### src/rtl/dm_pkg.sv
// Shared definitions for the DataMover tile scheduler: state encoding, command-word
// field constants and the 72-bit command builder.
package dm_pkg;

    typedef logic [2:0] state_t;

    localparam state_t ST_IDLE = 3'd0;
    localparam state_t ST_S2MM = 3'd1;
    localparam state_t ST_MM2S = 3'd2;
    localparam state_t ST_WAIT = 3'd3;
    localparam state_t ST_NEXT = 3'd4;
    localparam state_t ST_FIN  = 3'd5;

    localparam int unsigned CMD_W  = 72;
    localparam int unsigned BTT_W  = 23;
    localparam int unsigned ADDR_W = 32;
    localparam int unsigned TAG_W  = 4;

    localparam logic DM_INCR = 1'b1;
    localparam logic DM_EOF  = 1'b1;
    localparam logic DM_DRR  = 1'b1;

    // {rsvd[71:68], tag[67:64], addr[63:32], DRR, EOF, dsa[29:24], INCR, btt[22:0]}
    function automatic logic [CMD_W-1:0] build_cmd(
        input logic [BTT_W-1:0]  btt,
        input logic [ADDR_W-1:0] addr,
        input logic [TAG_W-1:0]  tag
    );
        return {4'b0000, tag, addr, DM_DRR, DM_EOF, 6'b000000, DM_INCR, btt};
    endfunction

endpackage

### src/rtl/dm_tile_sched.sv
// Issues one S2MM then one MM2S DataMover command per tile and waits for the tile's
// final output beat, counting beats to flag short or overlong tiles.
module dm_tile_sched
    import dm_pkg::*;
#(
    parameter int unsigned NUM_TILES = 4,
    parameter logic [31:0] MM2S_BASE = 32'h6000_0000,
    parameter logic [31:0] S2MM_BASE = 32'h7000_0000,
    parameter int unsigned MM2S_BTT  = 78000,
    parameter int unsigned S2MM_BTT  = 4800,
    parameter int unsigned OUT_BEATS = 1200
) (
    input  logic        clk,
    input  logic        rstn,
    input  logic        start,
    input  logic        abort,
    output logic        m_axis_mm2s_cmd_tvalid,
    input  logic        m_axis_mm2s_cmd_tready,
    output logic [71:0] m_axis_mm2s_cmd_tdata,
    output logic        m_axis_s2mm_cmd_tvalid,
    input  logic        m_axis_s2mm_cmd_tready,
    output logic [71:0] m_axis_s2mm_cmd_tdata,
    input  logic        obs_tvalid,
    input  logic        obs_tready,
    input  logic        obs_tlast,
    output logic        busy,
    output logic        done,
    output logic        err,
    output logic [3:0]  tile_idx
);

    localparam int unsigned BEAT_W =
        ($clog2(OUT_BEATS + 1) > 11) ? $clog2(OUT_BEATS + 1) : 11;

    localparam logic [BEAT_W-1:0] BEAT_LAST = BEAT_W'(OUT_BEATS - 1);
    localparam logic [BEAT_W-1:0] BEAT_SAT  = BEAT_W'(OUT_BEATS);
    localparam logic [3:0]        TILE_LAST = 4'(NUM_TILES - 1);
    localparam logic [31:0]       MM2S_STEP = 32'(MM2S_BTT);
    localparam logic [31:0]       S2MM_STEP = 32'(S2MM_BTT);
    localparam logic [22:0]       MM2S_BTT_F = 23'(MM2S_BTT);
    localparam logic [22:0]       S2MM_BTT_F = 23'(S2MM_BTT);

    state_t             state_q, state_d;
    logic [3:0]         tile_q, tile_d;
    logic [31:0]        mm2s_addr_q, mm2s_addr_d;
    logic [31:0]        s2mm_addr_q, s2mm_addr_d;
    logic [BEAT_W-1:0]  beat_q, beat_d;
    logic               err_q, err_d;
    logic               obs_hs;

    assign obs_hs = obs_tvalid & obs_tready;

    always_comb begin
        state_d     = state_q;
        tile_d      = tile_q;
        mm2s_addr_d = mm2s_addr_q;
        s2mm_addr_d = s2mm_addr_q;
        beat_d      = beat_q;
        err_d       = err_q;

        case (state_q)
            ST_IDLE: begin
                if (start && !abort) begin
                    state_d     = ST_S2MM;
                    tile_d      = '0;
                    mm2s_addr_d = MM2S_BASE;
                    s2mm_addr_d = S2MM_BASE;
                    beat_d      = '0;
                    err_d       = 1'b0;
                end
            end
            ST_S2MM: begin
                if (m_axis_s2mm_cmd_tready) state_d = ST_MM2S;
            end
            ST_MM2S: begin
                if (m_axis_mm2s_cmd_tready) state_d = ST_WAIT;
            end
            ST_WAIT: begin
                if (obs_hs) begin
                    if (obs_tlast) begin
                        if (beat_q != BEAT_LAST) begin
                            err_d   = 1'b1;
                            state_d = ST_FIN;
                        end else begin
                            state_d = ST_NEXT;
                        end
                    end else if (beat_q != BEAT_SAT) begin
                        // Reaching the full count without tlast is already a mismatch.
                        beat_d = beat_q + 1'b1;
                        if (beat_q == BEAT_LAST) err_d = 1'b1;
                    end
                end
            end
            ST_NEXT: begin
                if (tile_q == TILE_LAST) begin
                    state_d = ST_FIN;
                end else begin
                    state_d     = ST_S2MM;
                    tile_d      = tile_q + 4'd1;
                    mm2s_addr_d = mm2s_addr_q + MM2S_STEP;
                    s2mm_addr_d = s2mm_addr_q + S2MM_STEP;
                    beat_d      = '0;
                end
            end
            ST_FIN: begin
                state_d = ST_IDLE;
            end
            default: begin
                state_d = ST_IDLE;
            end
        endcase

        // Abort drops any pending command; the DataMover itself is reset elsewhere.
        if (abort && (state_q != ST_IDLE)) state_d = ST_IDLE;
    end

    always_ff @(posedge clk or negedge rstn) begin
        if (!rstn) begin
            state_q     <= ST_IDLE;
            tile_q      <= '0;
            mm2s_addr_q <= '0;
            s2mm_addr_q <= '0;
            beat_q      <= '0;
            err_q       <= 1'b0;
        end else begin
            state_q     <= state_d;
            tile_q      <= tile_d;
            mm2s_addr_q <= mm2s_addr_d;
            s2mm_addr_q <= s2mm_addr_d;
            beat_q      <= beat_d;
            err_q       <= err_d;
        end
    end

    always_comb begin
        m_axis_s2mm_cmd_tvalid = (state_q == ST_S2MM);
        m_axis_mm2s_cmd_tvalid = (state_q == ST_MM2S);
        m_axis_s2mm_cmd_tdata  = '0;
        m_axis_mm2s_cmd_tdata  = '0;
        if (m_axis_s2mm_cmd_tvalid) begin
            m_axis_s2mm_cmd_tdata = build_cmd(S2MM_BTT_F, s2mm_addr_q, tile_q);
        end
        if (m_axis_mm2s_cmd_tvalid) begin
            m_axis_mm2s_cmd_tdata = build_cmd(MM2S_BTT_F, mm2s_addr_q, tile_q);
        end
        busy     = (state_q != ST_IDLE);
        done     = (state_q == ST_FIN);
        err      = err_q;
        tile_idx = tile_q;
    end

endmodule

### config.mk
export PLATFORM = sky130hd
export DESIGN_NAME = dm_tile_sched
export DESIGN_NICKNAME = d
export VERILOG_FILES = /design/src/rtl/dm_pkg.sv /design/src/rtl/dm_tile_sched.sv
export SDC_FILE = /design/constraint.sdc
export NUM_CORES = 1
export LEC_CHECK = 0
export CORE_AREA = 4 4 125 127
export DETAILED_ROUTE_END_ITERATION = 12
export DIE_AREA = 0 0 129 131
export MAX_ROUTING_LAYER = met4
export PLACE_DENSITY = 0.62
export SLEW_MARGIN = 10
export SYNTH_ARGS = -nofsm -noshare
export SYNTH_HDL_FRONTEND = slang
export SYNTH_SLANG_ARGS = --single-unit
### constraint.sdc
create_clock -name clk -period 2.53 [get_ports clk]
set_clock_uncertainty 0.15 [all_clocks]
set_input_delay 0.506 -clock clk [delete_from_list [all_inputs] [get_ports clk]]
set_output_delay 0.506 -clock clk [all_outputs]
set_load 0.05 [all_outputs]
---- After elaboration in Yosys (flattened, before gate mapping) ----
Index checks and enable logic that the tools add are counted.
storage, ports and cells
  register bits after elaboration ......... 83
  bits in latches ......................... 0
  memory bits (writable) .................. 0
  memory bits (read-only) ................. 0
  input port bits ......................... 9
  output and inout port bits .............. 153
  logic and storage cells ................. 78
  memories kept ........................... 0
operators by class
  add/sub/neg operators ................... 4
  $mul .................................... 0
  divide/modulo/power cells ............... 0
  $lt $le $gt $ge ......................... 0
  equality and inequality tests ........... 22
  shift-type cells ........................ 0
  multiplexer cells ....................... 33
  bitwise operators ....................... 1
  reductions and logical operators ........ 12
operators by type and width
  cell                                                   number
  two-way mux 68 bit                                     2
  two-way mux 32 bit                                     4
  case mux 32 bit (2 select lines)                       2
  two-way mux 11 bit                                     5
  case mux 11 bit (3 select lines)                       1
  adder 32 x 13 -> 32 bit, second input constant         1
  adder 32 x 17 -> 32 bit, second input constant         1
  inequality test 11 bit, second input constant          2
  two-way mux 3 bit                                      7
  inequality test 3 bit, second input constant           6
  case mux 3 bit (5 select lines)                        1
  AND reduction 6 bit                                    2
  adder 11 x 1 -> 11 bit, second input constant          1
  == test 11 bit, second input constant                  1
  inequality test 2 bit, second input constant           5
  two-way mux 4 bit                                      2
  case mux 4 bit (2 select lines)                        1
  two-way mux 1 bit                                      7
  == test 3 x 2 -> 1 bit, second input constant          2
  == test 3 bit, second input constant                   2
  inequality test 3 x 1 -> 1 bit, second input constant  2
  nonzero test 3 bit                                     2
  AND reduction 5 bit                                    1
  adder 4 x 1 -> 4 bit, second input constant            1
  other kinds (9)                                        11

---- Logic depth before layout (Yosys ltp) ----
  depth after elaboration ................. 6
  mapped depth ............................ 8

---- Worst setup path after synthesis ----
Ideal clock, no wire load.
  path kind ............................... register -> output
  start point ............................. register state_q[1]
  end point ............................... output m_axis_mm2s_cmd_tdata[58]
  arrival ................................. 2.396 ns
  data required time ...................... 1.874 ns
  path slack .............................. -0.522 ns
  cell stages (with the launch flop) ...... 5
  buffers on the path ..................... 2
  path through ............................ dfrtp_1 -> clkbuf_1 -> nor3b_1 -> clkbuf_1 -> and2_1
between the ends
  cells in the longest elaborated chain, start to end .. 2
RTL lines
  what                        RTL line              text
  start, declared             dm_tile_sched.sv:43   state_t state_q, state_d;
  start signal, assigned      dm_tile_sched.sv:126  state_q <= state_d;
  == test 3 x 2 -> 1 bit      dm_tile_sched.sv:137  m_axis_mm2s_cmd_tvalid = (state_q == ST_MM2S);
  via m_axis_mm2s_cmd_tvalid  dm_tile_sched.sv:17   output logic m_axis_mm2s_cmd_tvalid,
  two-way mux 68 bit          dm_tile_sched.sv:143  if (m_axis_mm2s_cmd_tvalid) begin
  end, declared               dm_tile_sched.sv:19   output logic [71:0] m_axis_mm2s_cmd_tdata,
The timed path passes the listed nets, and every way through them passes these cells.

---- Worst setup path after layout ----
  start point ............................. register state_q[2]
  end point ............................... output m_axis_mm2s_cmd_tdata[57]
between the ends
  cells in the longest elaborated chain, start to end .. 2
RTL lines
  what                    RTL line
  == test 3 x 2 -> 1 bit  dm_tile_sched.sv:137
  two-way mux 68 bit      dm_tile_sched.sv:143
Every way passes these cells.

==> impl_metrics.yaml <==
outcome:
  status: "finished clean"
cts:
  clock_latency_ns: 0.33
  cts_root_buffer: "clkbuf_16"
  htree_levels: 3
  cts_buffers: 9
  cts_max_path_buffers: 2
  cts.sinks: 73
  clk_pin_slew_worst_paths_ns: 0.06
  cts_tree: "done"
grt:
  use_met3: 0.0256
  grt_pass1_wl_mm: 19.6
  met2_usage: 0.226
  use_met1: 0.191
  grt.total_usage: 0.147
  grt_max_degree: 74
  grt_pass1_vias: 4087
  grt-ovfl-total: 0
  grt-busiest-layer: "met2"
  antenna_found_initial: 0
logic_synthesis:
  synth-simple-area-share: 0.295
  synth-edff-count: 0
  synth.area.mux_share: 0.0124
  yosysTopAreaCell: "dfrtp_1"
  synth-seq-cells: 73
  async_reset_ff_frac: 1.00
  synth-xor-area-share: 0.0713
  synthDistinctLibCells: 57
  syn-cell-area_mm2: 0.00504
  post_synth_fa_ha_maj_area_fraction: 0.0124
  netlist_top_cells_area: "dfrtp_1 (36%), buf_4 (13%), and2_1 (8.2%), nor2_1 (4.2%), xnor2_1 (3.7%)"
  synthCells: 584
  synth_compound_area_frac: 0.0944
  yosysTopAreaCellShare: 0.363
  synth_top_family_by_area: "simple AND/OR/NAND/NOR gates"
  syn_area_per_cell_um2: 8.62
  yosys_warnings: 0
  seq_area_frac_synth: 0.363
  synth_ff_type: "dfrtp_1"
cells_and_area:
  seq_area_mm2: 0.00183
  layoutNonFillerInstCount: 868
  drive_above_1_share: 0.243
  antennaDiodeCount: 0
  fill_cells: 1308
  final_util: 0.496
  multi_input_area_mm2: 0.00274
  nNetsFinal: 693
  syn_to_final_growth_pct: 42.1
worst_setup_path:
  reg2reg_depth: 7
  crit_required_ns: 1.87
  endpoint_kind: "output port"
  path_buf_inv: 4
  r2r-start: "tile_idx[0]$_DFFE_PN0P_"
  r2r_setup_slack_ns: 0.17
  crit_top_cell: "buf_4"
  cp.depth: 6
  worstReg2RegEnd: "s2mm_addr_q[29]$_DFFE_PN0P_"
  worstPathMaxFanout: 19
  worst_setup_path_start_kind: "register"
  critical_path_class: "register to output port"
  critPathTopFamily: "buffers and inverters"
  slowest_stage: "dfrtp_2"
  arrival_ns: 1.83
  crit_chain: "buf_4, nor3b_4, buf_4, clkbuf_16, and2_1, buf_12"
  max_stage_delay_ns: 0.46
min_path:
  hold_class: "input port to async pin"
floorplanning:
  rows: 44
  die_area_mm2: 0.0169
  die-width_um: 129
  die_h_um: 131
  core_area_mm2: 0.0144
  initial_core_util: 0.349
  ios: 162
timing:
  worst_pin_slew_ns: 0.651
  rsz0062_at_grt: "yes"
  max_freq_ghz: 0.402
  setup-violations-final: 0
  final.min_clock_period_ns: 2.49
  finalHoldViolations: 0
  drv_slew: 0
  fin_ws_ns: 0.0441
  fin_setup_tns_ns: 0
  slew_headroom: 0.565
  period_share: 0.983
placement:
  dpl_worst_slack_ns: -0.00117
  place_congestion: 0.885
  hpwl_mm: 9.20
  dp_cells: 849
  io_buffers: 95
drt:
  drc: 0
  firstDrtPassIters: 4
  avgRoutedWirePerCell_um: 14.2
  vias: 4172
  viasPerCell: 4.81
  drt_iter0_markers: 212
  ant_nets: 0
  wirelength_mm: 12.3
pwr:
  p_int_w: 0.00222
  ir_drop_uv: 355
  fin_total_pwr_w: 0.00334
  leakagePower_nw: 3.06
  switching_share: 0.336
  p_clk_frac: 0.377
  power_frac_seq: 0.363
  p_switching_w: 0.00112
  p_comb_frac: 0.260
  powerDensity_mw_per_mm2: 467
run:
  cap_violations: 0
[kinds of logic after synthesis]
logic type	Yosys count
adders and majority gates	5
muxes	6
buffers and inverters	117
other	1
DFF	73
and+or+nand+nor	269
xor gates and xnor gates	41
AOI/OAI and AO/OA	72
[synth_stat cells, types with 8 or more instances]
library cell and instances:
clkbuf_1 15, or3_1 9, xor2_1 20, nor4_1 8, buf_4 84, o21ai_0 16
nor3_1 12, nand3_1 23, nor2_1 56, a21oi_1 15, and2_1 66, xnor2_1 21
nand4_1 13, nand2_1 41, inv_1 13, dfrtp_1 73
[repair_timing]
item                                    CTS  global route
hold buffers                              0             0
pin swaps                                 0             1
buffers inserted                          0             2
endpoints found under the setup margin   61            38
gates cloned                              0             1
resized for setup                         4             6
[how the worst max path moves through the flow]
stage | start | to | slack, ns
floorplan | state_q[0]$_DFFE_PN0P_ | m_axis_s2mm_cmd_tdata[58] | 0.04
global placement | start | mm2s_addr_q[25]$_DFFE_PN0P_ | 0.07
detailed placement | start | mm2s_addr_q[27]$_DFFE_PN0P_ | -0.001
CTS | state_q[2]$_DFFE_PN0P_ | m_axis_mm2s_cmd_tdata[57] | 0.01
global route | state_q[2]$_DFFE_PN0P_ | m_axis_mm2s_cmd_tdata[37] | -0.03
finish | state_q[2]$_DFFE_PN0P_ | m_axis_mm2s_cmd_tdata[57] | 0.04
[metrics by stage]
stage                     area, um^2  hold slack (ns)
final                           7160           0.0619
after global routing            7160            0.114
after CTS                       7100           0.0842
after detailed placement        6800            0.345
after global placement          6800            0.338
after floorplan                 5310           0.0604
[layout by cell type (no fill, tap or decap), types with 9 or more instances in the layout]
cell type and instances:
buf_12 83, dfrtp_1 70, conb_1 66, nor2_1 55, and2_1 47, nand2_1 41
buf_4 24, nand3_1 23, xnor2_1 21, xor2_1 20, and2_2 18, o21ai_0 16
a21oi_1 15, inv_1 13, nand4_1 13, nor3_1 12, clkdlybuf4s50_1 12, clkbuf_16 10
or3_1 9
[worst register-to-register path: cells and delay by family (launching register included)]
family / cells / cell delay (ns)
flops: 1 / 0.36
fa+ha+maj: 1 / 0.19
buf+inv: 1 / 0.13
compound gates: 1 / 0.29
simple gates: 4 / 1.11
[power groups by stage]
stage	Clock, W	Combinational (W)	Sequential (W)
final	0.00126	0.000869	0.00121
after floorplan	0	0.000652	0.00122
after detailed placement	0	0.000856	0.00123
after global routing	0.00134	0.000915	0.00122
after global placement	0	0.000848	0.00123
after CTS	0.00128	0.000858	0.00121
[registers in the layout, indices dropped and copies added, names as in the netlist]
| signal | count |
|---|---|
| err | 1 |
| tile_idx | 4 |
| state_q | 3 |
| beat_q | 11 |
| s2mm_addr_q | 26 |
| mm2s_addr_q | 28 |
[layout make-up]
cell class,count,area share
clock buffers,9,0.0315
clock inverters,7,0.00979
inverters,14,0.00734
multi-input cells,459,0.383
flip-flops and latches,73,0.256
well taps,184,0.0322
repair buffers,122,0.280
[metal layers]
| metal | vias up | share of wire |
|---|---|---|
| met5 | - | 0 |
| met1 | 1981 | 0.45 |
| met3 | 21 | 0.059 |
| li1 | 2025 | - |
| met2 | 145 | 0.47 |
| met4 | 0 | 0.021 |
Note: power is estimated with default switching activity, not from simulation.
